<file path="src/rtl/pwm_peripheral.sv">
// 16-channel PWM generator with one shared duty value that only takes effect at period boundaries.
// Each channel can be forced off, forced on, or follow the shared PWM waveform.

module pwm_lane (
  input  logic clk,
  input  logic rst_n,
  input  logic en_out,
  input  logic en_pwm,
  input  logic pwm_sig,
  output logic out
);

  always_ff @(posedge clk) begin
    if (!rst_n) out <= 1'b0;
    else        out <= en_out & (en_pwm ? pwm_sig : 1'b1);
  end

endmodule

module pwm_peripheral #(
  parameter int unsigned PRESCALE = 13
) (
  input  logic        clk,
  input  logic        rst_n,
  input  logic [7:0]  en_reg_out_7_0,
  input  logic [7:0]  en_reg_out_15_8,
  input  logic [7:0]  en_reg_pwm_7_0,
  input  logic [7:0]  en_reg_pwm_15_8,
  input  logic [7:0]  pwm_duty_cycle,
  output logic [15:0] out,
  output logic        period_start
);

  localparam int unsigned NUM_CH = 16;
  localparam int unsigned PW     = (PRESCALE > 1) ? $clog2(PRESCALE) : 1;
  localparam logic [PW-1:0] P_MAX = PW'(PRESCALE - 1);

  logic [PW-1:0]     p;
  logic [7:0]        c;
  logic [7:0]        duty_shadow;
  logic [7:0]        d;
  logic              tick;
  logic              ps_cycle;
  logic              pwm_sig;
  logic [NUM_CH-1:0] en_out;
  logic [NUM_CH-1:0] en_pwm;

  assign tick     = (p == P_MAX);
  assign ps_cycle = (p == '0) && (c == 8'd0);

  always_ff @(posedge clk) begin
    if (!rst_n) begin
      p            <= '0;
      c            <= 8'd0;
      duty_shadow  <= 8'd0;
      period_start <= 1'b0;
    end else begin
      p            <= tick ? '0 : p + 1'b1;
      if (tick) c  <= c + 8'd1;
      if (ps_cycle) duty_shadow <= pwm_duty_cycle;
      period_start <= ps_cycle;
    end
  end

  // The live input is used on the period-start cycle itself so a new duty
  // covers the whole period, including its very first clock.
  assign d       = ps_cycle ? pwm_duty_cycle : duty_shadow;
  assign pwm_sig = (d == 8'd255) || (c < d);

  assign en_out = {en_reg_out_15_8, en_reg_out_7_0};
  assign en_pwm = {en_reg_pwm_15_8, en_reg_pwm_7_0};

  genvar i;
  generate
    for (i = 0; i < NUM_CH; i++) begin : g_lane
      pwm_lane u_lane (
        .clk     (clk),
        .rst_n   (rst_n),
        .en_out  (en_out[i]),
        .en_pwm  (en_pwm[i]),
        .pwm_sig (pwm_sig),
        .out     (out[i])
      );
    end
  endgenerate

endmodule

</file>
<file path="config.mk">
export PLATFORM = sky130hd
export DESIGN_NAME = pwm_peripheral
export DESIGN_NICKNAME = d
export VERILOG_FILES = /design/src/rtl/pwm_peripheral.sv
export SDC_FILE = /design/constraint.sdc
export NUM_CORES = 1
export LEC_CHECK = 0
export CAP_MARGIN = 20
export CORE_ASPECT_RATIO = 1.2
export CORE_MARGIN = 1.5
export CORE_UTILIZATION = 49
export DETAILED_ROUTE_END_ITERATION = 7
export PLACE_DENSITY = 0.85
export SLEW_MARGIN = 40
export SYNTH_ARGS = -nofsm -noshare
export SYNTH_HDL_FRONTEND = slang
export SYNTH_SLANG_ARGS = --single-unit
</file>
<file path="constraint.sdc">
create_clock -name clk -period 7.05 [get_ports clk]
set_input_delay 1.0575 -clock clk [delete_from_list [all_inputs] [get_ports clk]]
set_output_delay 1.0575 -clock clk [all_outputs]
set_load 0.02 [all_outputs]
</file>
==> results of run 1 <==
-- sequential cells by signal, indices dropped and copies added, names as in the netlist --
| name | cells |
|---|---|
| period_start | 1 |
| duty_shadow | 8 |
| p | 4 |
| g_lane.u_lane.out | 16 |
| c | 8 |
-- how the worst min path moves through the flow --
| stage | depth (start not counted) | slack, ns | from | endpoint |
|---|---|---|---|---|
| 6_report | 1 | 0.47 | p[0] | p[0] |
| 5_1_grt | 1 | 0.55 | p[0] | p[0] |
| 2_1_floorplan | 1 | 0.43 | p[0] | p[0] |
| 4_1_cts | 1 | 0.48 | p[0] | p[0] |
| 3_5_place_dp | 1 | 0.46 | p[0] | p[0] |
| 3_3_place_gp | 1 | 0.45 | p[0] | p[0] |
-- metal layers --
layer  routed length (µm)  track usage [%]  vias to the layer above
met2                 1900             39.2                       50
met5                    0                0                        -
li1                     -                -                      745
met1                 1620             22.5                      662
met4                   65             8.72                        0
met3                  277             5.22                        7
-- report_power, final --
group	switching (mW)	total, mW	internal (mW)	leakage (nW)
Combinational	0.0453	0.0943	0.0490	0.617
Clock	0.0718	0.160	0.0883	0.0542
Sequential	0.00619	0.227	0.221	0.305
-- per-stage QoR --
stage	total power [mW]	utilization, %	cells
after floorplan	0.291	-	193
after global placement	0.325	66.1	265
after detailed placement	0.327	66.1	265
after CTS	0.486	69.0	273
after global routing	0.505	69.0	273
final	0.482	69.0	273
-- layout make-up --
cell class | count | area share, %
clock inverter | 1 | 0.213
inverter | 7 | 1.12
sequential | 37 | 31.6
tap | 37 | 1.97
clock buffer | 7 | 4.11
timing repair buffer | 58 | 24.8
multi-input combinational | 126 | 36.2
-- worst max-delay path, cell delays in order (launching register included) --
cell and delay [ns]:
sky130_fd_sc_hd__dfxtp_1 0.37, sky130_fd_sc_hd__inv_1 0.08, sky130_fd_sc_hd__ha_1 0.14, sky130_fd_sc_hd__nor4b_4 0.30
sky130_fd_sc_hd__nand3_1 0.49, sky130_fd_sc_hd__mux2i_1 0.27, sky130_fd_sc_hd__ha_1 0.33, sky130_fd_sc_hd__and4_1 0.23
sky130_fd_sc_hd__o2111ai_1 0.17, sky130_fd_sc_hd__o31ai_4 0.62, sky130_fd_sc_hd__a31oi_1 0.18
-- cells in the final DEF (no fill, tap or decap), types with 2 or more instances in the layout --
| cell | count |
|---|---|
| sky130_fd_sc_hd__and3_1 | 3 |
| sky130_fd_sc_hd__and4_1 | 2 |
| sky130_fd_sc_hd__ha_1 | 10 |
| sky130_fd_sc_hd__a21oi_1 | 7 |
| sky130_fd_sc_hd__inv_1 | 6 |
| sky130_fd_sc_hd__or3_1 | 2 |
| sky130_fd_sc_hd__a31oi_1 | 17 |
| sky130_fd_sc_hd__nand4_1 | 7 |
| sky130_fd_sc_hd__xnor2_1 | 3 |
| sky130_fd_sc_hd__a21o_1 | 3 |
| sky130_fd_sc_hd__clkbuf_8 | 7 |
| sky130_fd_sc_hd__clkdlybuf4s50_1 | 58 |
| sky130_fd_sc_hd__nand2_1 | 22 |
| sky130_fd_sc_hd__xor2_1 | 3 |
| sky130_fd_sc_hd__mux2i_1 | 8 |
| sky130_fd_sc_hd__nor2_1 | 20 |
| sky130_fd_sc_hd__nand3_1 | 3 |
| sky130_fd_sc_hd__dfxtp_1 | 37 |
| sky130_fd_sc_hd__o21ai_0 | 4 |
-- cell families (layout without fill, tap and decap cells) --
family / Yosys count / in the layout / share of synthesized area (%)
flip-flops: 37 / 37 / 41.7
multiplexers: 8 / 8 / 4.51
AO/OA/AOI/OAI: 37 / 37 / 14.2
AND/OR/NAND/NOR: 65 / 65 / 19.1
adder cells (fa/ha/maj): 10 / 10 / 7.04
XOR/XNOR: 6 / 6 / 2.96
buffers and inverters: 30 / 73 / 10.5
==> impl_metrics.yaml, run 1 <==
layout:
  multi_input_comb_area_um2: 850
  flow.area_growth_from_synthesis_pct: 32.0
  n_antenna_cell: 0
  fillCellCount: 273
  post-route-cell-area_mm2: 0.00234
  area.sequential_um2: 741
  nets: 287
  final_layout_size_suffix_gt1_share_pct: 5.51
critical_path:
  reg2regPathDepth: 10
  worst_r2r_start: "c[0]"
  setup.worst_path.start_class: "flip-flop"
  worst-path-max-fanout: 16
  worst-r2r-setup-slack_ns: 3.72
  worstSetupStartpoint: "c[0]"
  end_of_the_critical_path: "g_lane[6].u_lane.out"
  critical_path.endpoint_type: "flip-flop"
  timing.setup.critical_path_class: "flip-flop to flip-flop"
  endpoint_required_time_on_the_critical_path_ns: 7.19
  timing.rr.end: "g_lane[6].u_lane.out"
  worst-endpoint-arrival_ns: 3.47
synth:
  syn-mean-instance-area_um2: 9.21
  ys_async_rst_share_pct: 0
  synthFlopType: "sky130_fd_sc_hd__dfxtp_1"
  yosysUniqueCellTypes: 34
  yosys.cell_count.top_type: "sky130_fd_sc_hd__dfxtp_1"
  netlist_top_cells_area: "sky130_fd_sc_hd__dfxtp_1 42%, sky130_fd_sc_hd__buf_4 7.2%, sky130_fd_sc_hd__ha_1 7.0%"
  synth-seq-cells: 37
  ys_seq_area_share_pct: 41.7
  synth_area_mm2: 0.00178
  yosysWarnings: 0
  synth_top_area_share_pct: 41.7
  netlist_top_cells_count: "37 x sky130_fd_sc_hd__dfxtp_1, 22 x sky130_fd_sc_hd__nand2_1, 20 x sky130_fd_sc_hd__nor2_1"
  synth_cells: 193
  synth_nets: 245
  number_of_synthesized_flops_with_an_enable_pin: 0
  synth_top_area_cell: "sky130_fd_sc_hd__dfxtp_1"
drt:
  drt-vias-per-instance: 5.36
  first_iter_violations: 83
  count_of_antenna_violating_nets_left_after_detailed_routing: 0
  routed_wire_length_per_instance_um: 14.2
  drt_pre_antenna_iters: 8
  routed_wl_mm: 3.87
  detailed_route_drc_error_count: 9
  routed-via-count: 1464
placement:
  port_buffers: 58
  place_congestion: 0.771
  dp_hpwl_mm: 2.91
  dpl_cell_area_mm2: 0.00224
  place_ws_ns: 3.70
clocking:
  clock_insertion_delay_worst_skew_ns: 0.29
  cts_repair_resize_count: 0
  tritoncts.num_buffers: 5
  clockBufferDepth: 2
  path_clk_slew_ns: 0.07
  post_cts.repair.setup_buffers: 0
  clock-sinks: 37
  holdBufCountCts: 0
  clock_tree.root_cell: "sky130_fd_sc_hd__clkbuf_8"
  tritoncts: "done"
  htreeDepth: 2
flow_run:
  cap_viol_max_count: 0
grt:
  grt_pass1_vias: 1416
  grt_use_total_pct: 21.0
  global_route.overflow_total: 0
  grt_start_max_net_pins: 20
  antenna_found_initial: 0
  global_route_wire_length_before_repair_mm: 6.32
sta:
  relSlewSlack_pct: 56.4
  final-setup-viol-count: 0
  skew_ns: 0.00512
  hold_slack_ns: 0.473
  grt_setup_unrepaired: "false"
  worstMarginPinSlew_ns: 0.654
  timing.final.max_slew_violations: 0
  final.period_utilization_pct: 47.2
  fin_setup_tns_ns: 0
  final.min_clock_period_ns: 3.33
  fmax_mhz: 300
  final-hold-violation-count: 0
  worst_slack_ns: 3.72
floorplan:
  chipHeight_um: 69.0
  floorplan.initialDensity_pct: 52.3
  die_w_um: 58.0
  design.die.area_mm2: 0.00400
  row_count: 23
  io_pins: 59
  core_box_area_mm2: 0.00340
outcome:
  failed_checks: "design-rule violations"
  outcome: "finished with violations"
hold_path:
  holdCritPathClass: "flip-flop to flip-flop"
power_and_ir_drop:
  power.density_cell_area_mw_per_mm2: 205
  power.ir.vdd_worst_v: 0.0000934
  p_leak_nw: 0.976
Power figures use the tool's default switching activity.
==> inputs of run 2 (changes only) <==
CORE_UTILIZATION = 45   (was 49)
PLACE_DENSITY = 0.79   (was 0.85)
clock period = 3.2 ns   (was 7.05 ns; I/O delays follow)
==> run 2 against run 1 <==
Compared with the run above: hold slack got worse by 0.0034 ns; flip-flop and latch count unchanged; die area up 8.4%; clock-buffer cell count did not move; via count shrank 0.96%; total power is 130% higher; highest routed layer unchanged; cell count increased by 6.6%; clock skew increased by 0.0029 ns; largest power group unchanged; critical path type unchanged; routed wire length down 1.0%; the run now ends clean.
==> impl_metrics.yaml, run 2 (synthesized netlist as in run 1, its figures left out) <==
outcome:
  outcome: "finished clean"
drt:
  drt-vias-per-instance: 4.98
  routed_wl_mm: 3.83
  routed_wire_length_per_instance_um: 13.2
  routed-via-count: 1450
  first_iter_violations: 27
  drt_pre_antenna_iters: 4
  count_of_antenna_violating_nets_left_after_detailed_routing: 0
  detailed_route_drc_error_count: 0
layout:
  mostFrequentLayoutCell: "sky130_fd_sc_hd__clkdlybuf4s50_1"
  area.sequential_um2: 741
  post-route-cell-area_mm2: 0.00240
  nets: 290
  multi_input_comb_area_um2: 850
  stdcell_count: 291
  flow.area_growth_from_synthesis_pct: 35.1
  most-common-layout-cells: "58 x sky130_fd_sc_hd__clkdlybuf4s50_1, 37 x sky130_fd_sc_hd__dfxtp_1, 22 x sky130_fd_sc_hd__nand2_1, 20 x sky130_fd_sc_hd__nor2_1, 17 x sky130_fd_sc_hd__a31oi_1"
  fillCellCount: 330
  registers.top_by_ff_count: "g_lane.u_lane.out"
  final_layout_size_suffix_gt1_share_pct: 6.28
  reg_top3: "g_lane.u_lane.out: 16 flops, c: 8 flops, duty_shadow: 8 flops"
  finalCoreUtilization_pct: 65.0
  largest_reg_flops: 16
  n_antenna_cell: 0
critical_path:
  timing.setup.critical_path_class: "flip-flop to flip-flop"
  endpoint_required_time_on_the_critical_path_ns: 3.41
  setup.worst_path.start_class: "flip-flop"
  critical_path.slowest_cell: "sky130_fd_sc_hd__dfxtp_1"
  reg2regPathDepth: 12
  critical_path.top_delay_family: "compound AO/OA/AOI/OAI gates"
  end_of_the_critical_path: "g_lane[12].u_lane.out"
  path_cells: "inv_1, ha_1, and2b_1, nand3_1, buf_4, mux2i_1, ha_1, and4_1, a221oi_2, o31ai_4, buf_4, a31oi_1"
  worst-r2r-setup-slack_ns: 0.22
  cp_num_cells: 12
  worstSetupStartpoint: "p[0]"
  cpPeakStageDelay_ns: 0.38
  timing.rr.end: "g_lane[12].u_lane.out"
  worst-path-max-fanout: 16
  worst_r2r_start: "p[0]"
  critical_path.endpoint_type: "flip-flop"
  worstPathBufferInverterCount: 3
  worst-endpoint-arrival_ns: 3.20
sta:
  timing.final.max_slew_violations: 0
  final-hold-violation-count: 0
  skew_ns: 0.00804
  relSlewSlack_pct: 56.4
  hold_slack_ns: 0.469
  fin_setup_tns_ns: 0
  grt_setup_unrepaired: "false"
  final.period_utilization_pct: 93.2
  final.min_clock_period_ns: 2.98
  fmax_mhz: 335
  worst_slack_ns: 0.219
  final-setup-viol-count: 0
  worstMarginPinSlew_ns: 0.653
power_and_ir_drop:
  power.density_cell_area_mw_per_mm2: 469
  power.ir.vdd_worst_v: 0.000316
  power_mw: 1.13
  p_leak_nw: 0.995
grt:
  global_route.overflow_total: 0
  antenna_found_initial: 0
  grt_use_total_pct: 18.9
  grt_start_max_net_pins: 20
  grt_pass1_vias: 1346
  global_route_wire_length_before_repair_mm: 6.12
clocking:
  clock_insertion_delay_worst_skew_ns: 0.29
  tritoncts: "done"
  path_clk_slew_ns: 0.07
  clock_tree.root_cell: "sky130_fd_sc_hd__clkbuf_8"
  clockBufferDepth: 2
  holdBufCountCts: 0
  post_cts.repair.setup_buffers: 0
  clock-sinks: 37
  cts_repair_resize_count: 0
  tritoncts.num_buffers: 5
  htreeDepth: 2
hold_path:
  holdCritPathClass: "flip-flop to flip-flop"
  worstHoldPathCells: 1
placement:
  place_inst: 283
  dpl_cell_area_mm2: 0.00228
  place_congestion: 0.863
  port_buffers: 58
  dp_hpwl_mm: 2.88
  place_ws_ns: 0.241
floorplan:
  floorplan.initialDensity_pct: 48.1
  design.die.area_mm2: 0.00434
  die_w_um: 60.4
  core_box_area_mm2: 0.00369
  io_pins: 59
  chipHeight_um: 71.8
  row_count: 24
flow_run:
  cap_viol_max_count: 0
## run 2: power breakdown
group	total (mW)	internal (mW)	switching, mW
clock	0.412	0.254	0.158
combinational	0.212	0.112	0.101
sequential	0.502	0.487	0.0143
## run 2: cell type report
| cell class | count | area share, % |
|---|---|---|
| Sequential cell | 37 | 30.8 |
| Inverter | 7 | 1.09 |
| Timing Repair Buffer | 61 | 25.1 |
| Multi-Input combinational cell | 126 | 35.4 |
| Clock inverter | 1 | 1.25 |
| Tap cell | 52 | 2.71 |
| Clock buffer | 7 | 3.60 |
## run 2: worst min-delay path by stage
stage | startpoint | to | slack (ns)
after global placement | p[0] | p[0] | 0.45
final | p[0] | p[0] | 0.47
after global routing | p[0] | p[0] | 0.53
after floorplan | p[0] | p[0] | 0.43
after detailed placement | p[0] | p[0] | 0.46
after CTS | p[0] | p[0] | 0.48
## run 2: layer usage
layer	part of all wire [%]	vias to the layer above	global-route usage, %
li1	-	752	-
met2	50	50	32.0
met4	0.84	0	5.19
met1	42	645	22.3
met3	6.8	3	6.32
met5	0	-	0
==> inputs of run 3 (changes only) <==
CORE_UTILIZATION = 38   (was 45)
CTS_CLUSTER_SIZE = 30   (was unset)
PLACE_DENSITY = 0.68   (was 0.79)
==> run 3 against run 2 <==
Compared with the run above: sequential power about the same; flip-flop and latch count unchanged; clock-buffer cell count down 1; routed wire length down 2.9%; hold slack worse by 0.010 ns; critical endpoint is now g_lane[11].u_lane.out; highest routed layer unchanged.
==> impl_metrics.yaml, run 3 (synthesized netlist as in run 1, its figures left out) <==
layout:
  flow.area_growth_from_synthesis_pct: 34.4
  mostFrequentLayoutCell: "sky130_fd_sc_hd__clkdlybuf4s50_1"
  nets: 291
  registers.top_by_ff_count: "g_lane.u_lane.out"
  reg_top3: "g_lane.u_lane.out: 16 flops, c: 8 flops, duty_shadow: 8 flops"
  largest_reg_flops: 16
  most-common-layout-cells: "58 x sky130_fd_sc_hd__clkdlybuf4s50_1, 37 x sky130_fd_sc_hd__dfxtp_1, 22 x sky130_fd_sc_hd__nand2_1, 20 x sky130_fd_sc_hd__nor2_1, 17 x sky130_fd_sc_hd__a31oi_1"
  n_antenna_cell: 0
  final_layout_size_suffix_gt1_share_pct: 7.08
drt:
  drt-vias-per-instance: 4.88
  count_of_antenna_violating_nets_left_after_detailed_routing: 0
  detailed_route_drc_error_count: 0
  drt_pre_antenna_iters: 3
  first_iter_violations: 35
  routed-via-count: 1455
  routed_wl_mm: 3.72
  routed_wire_length_per_instance_um: 12.5
power_and_ir_drop:
  power.sequential.fraction_pct: 48.9
  power.share.combinational_pct: 20.9
  switching_power_uw: 273
  power.density_cell_area_mw_per_mm2: 429
  clock_power_share_pct: 30.2
  power.ir.vdd_worst_v: 0.000231
  cell_internal_pwr_uw: 750
  power_mw: 1.02
  p_leak_nw: 0.991
  sw_frac_of_total_pct: 26.7
clocking:
  path_clk_slew_ns: 0.07
  clockBufferDepth: 2
  clock-sinks: 37
  post_cts.repair.setup_buffers: 0
  htreeDepth: 2
  tritoncts.num_buffers: 5
  clock_tree.root_cell: "sky130_fd_sc_hd__clkbuf_8"
  tritoncts: "done"
  clock_insertion_delay_worst_skew_ns: 0.29
flow_run:
  cap_viol_max_count: 0
placement:
  place_congestion: 0.842
  dp_hpwl_mm: 2.82
  port_buffers: 58
  place_ws_ns: 0.114
sta:
  worst_slack_ns: 0.212
  final-setup-viol-count: 0
  fmax_mhz: 335
  final-hold-violation-count: 0
  grt_setup_unrepaired: "false"
  worstMarginPinSlew_ns: 0.634
  fin_setup_tns_ns: 0
  timing.final.max_slew_violations: 0
  skew_ns: 0.00752
  final.min_clock_period_ns: 2.99
  final.period_utilization_pct: 93.4
  relSlewSlack_pct: 57.8
critical_path:
  timing.setup.critical_path_class: "flip-flop to flip-flop"
  path_cells: "inv_1, ha_1, nor4b_4, nand3_2, buf_4, mux2i_1, ha_1, and4_1, a221oi_2, o31ai_4, buf_4, a31oi_1"
  critical_path.slowest_cell: "sky130_fd_sc_hd__dfxtp_1"
  critical_path.top_delay_family: "simple AND/OR/NAND/NOR gates"
  cpPeakStageDelay_ns: 0.36
  worst-endpoint-arrival_ns: 3.21
  worst-path-max-fanout: 16
  critical_path.endpoint_type: "flip-flop"
  setup.worst_path.start_class: "flip-flop"
  worstPathBufferInverterCount: 3
  endpoint_required_time_on_the_critical_path_ns: 3.42
floorplan:
  io_pins: 59
  design.die.area_mm2: 0.00510
  floorplan.initialDensity_pct: 39.2
  row_count: 27
  die_w_um: 65.4
  core_box_area_mm2: 0.00453
  chipHeight_um: 77.9
grt:
  grt_use_total_pct: 15.5
  antenna_found_initial: 0
  global_route_wire_length_before_repair_mm: 6.16
  global_route.overflow_total: 0
  grt_start_max_net_pins: 20
  grt_pass1_vias: 1392
hold_path:
  holdCritPathClass: "flip-flop to flip-flop"
outcome:
  outcome: "finished clean"
run 3: cell types whose count changed in the layout (fill, tap and decap cells not counted):
cell / delta
sky130_fd_sc_hd__clkbuf_8: -1
sky130_fd_sc_hd__nand3_2: +1
sky130_fd_sc_hd__buf_4: +1
sky130_fd_sc_hd__clkinv_2: +2
sky130_fd_sc_hd__nand3_1: -1
sky130_fd_sc_hd__bufinv_16: -1
run 3: stage by stage:
step	instances	utilization [%]	instance area (µm²)	hold WS (ns)
after global routing	298	52.7	2390	0.486
after floorplan	193	-	1780	0.429
after global placement	290	50.8	2300	0.445
after CTS	298	52.6	2380	0.464
after detailed placement	290	50.8	2300	0.450
final	298	52.7	2390	0.459
run 3: final cells by class:
class | instances | area (µm²)
fill | 448 | 2140
tap | 58 | 72.6
sequential | 37 | 741
clock inverter | 2 | 10.0
clock buffer | 6 | 72.6
inverter | 7 | 26.3
multi-input combinational | 126 | 855
timing repair buffer | 62 | 611
run 3: worst register-to-register path: stages (launching register included):
cell and delay [ns]:
sky130_fd_sc_hd__dfxtp_1 0.36, sky130_fd_sc_hd__inv_1 0.07, sky130_fd_sc_hd__ha_1 0.13, sky130_fd_sc_hd__nor4b_4 0.30, sky130_fd_sc_hd__nand3_2 0.20, sky130_fd_sc_hd__buf_4 0.23, sky130_fd_sc_hd__mux2i_1 0.25, sky130_fd_sc_hd__ha_1 0.30
sky130_fd_sc_hd__and4_1 0.23, sky130_fd_sc_hd__a221oi_2 0.34, sky130_fd_sc_hd__o31ai_4 0.11, sky130_fd_sc_hd__buf_4 0.21, sky130_fd_sc_hd__a31oi_1 0.18
run 3: repair_timing:
item | 4_1_cts | 5_1_grt
resized for setup | 0 | 1
hold buffers | 0 | 0
endpoints found under the setup margin | 0 | 16
run 3: metal layers:
layer	track usage (%)	wire length (µm)
met2	26.9	1810
met4	6.25	76
met1	17.0	1590
met5	0	0
met3	5.22	232
run 3: path summary, 6_finish.rpt:
path         from                     to  slack (ns)  cells after the start
min reg2reg  p[0]                   p[0]        0.46                      1
max reg2reg  c[1]  g_lane[11].u_lane.out        0.21                     12
min          p[0]                   p[0]        0.46                      1
max          c[1]  g_lane[11].u_lane.out        0.21                     12
run 3: power by group through the flow:
| stage | logic, mW | clock network, mW | registers, mW |
|---|---|---|---|
| after floorplan | 0.132 | 0 | 0.509 |
| after global placement | 0.211 | 0 | 0.511 |
| after detailed placement | 0.213 | 0 | 0.511 |
| after CTS | 0.214 | 0.318 | 0.500 |
| after global routing | 0.232 | 0.344 | 0.503 |
| final | 0.214 | 0.309 | 0.501 |
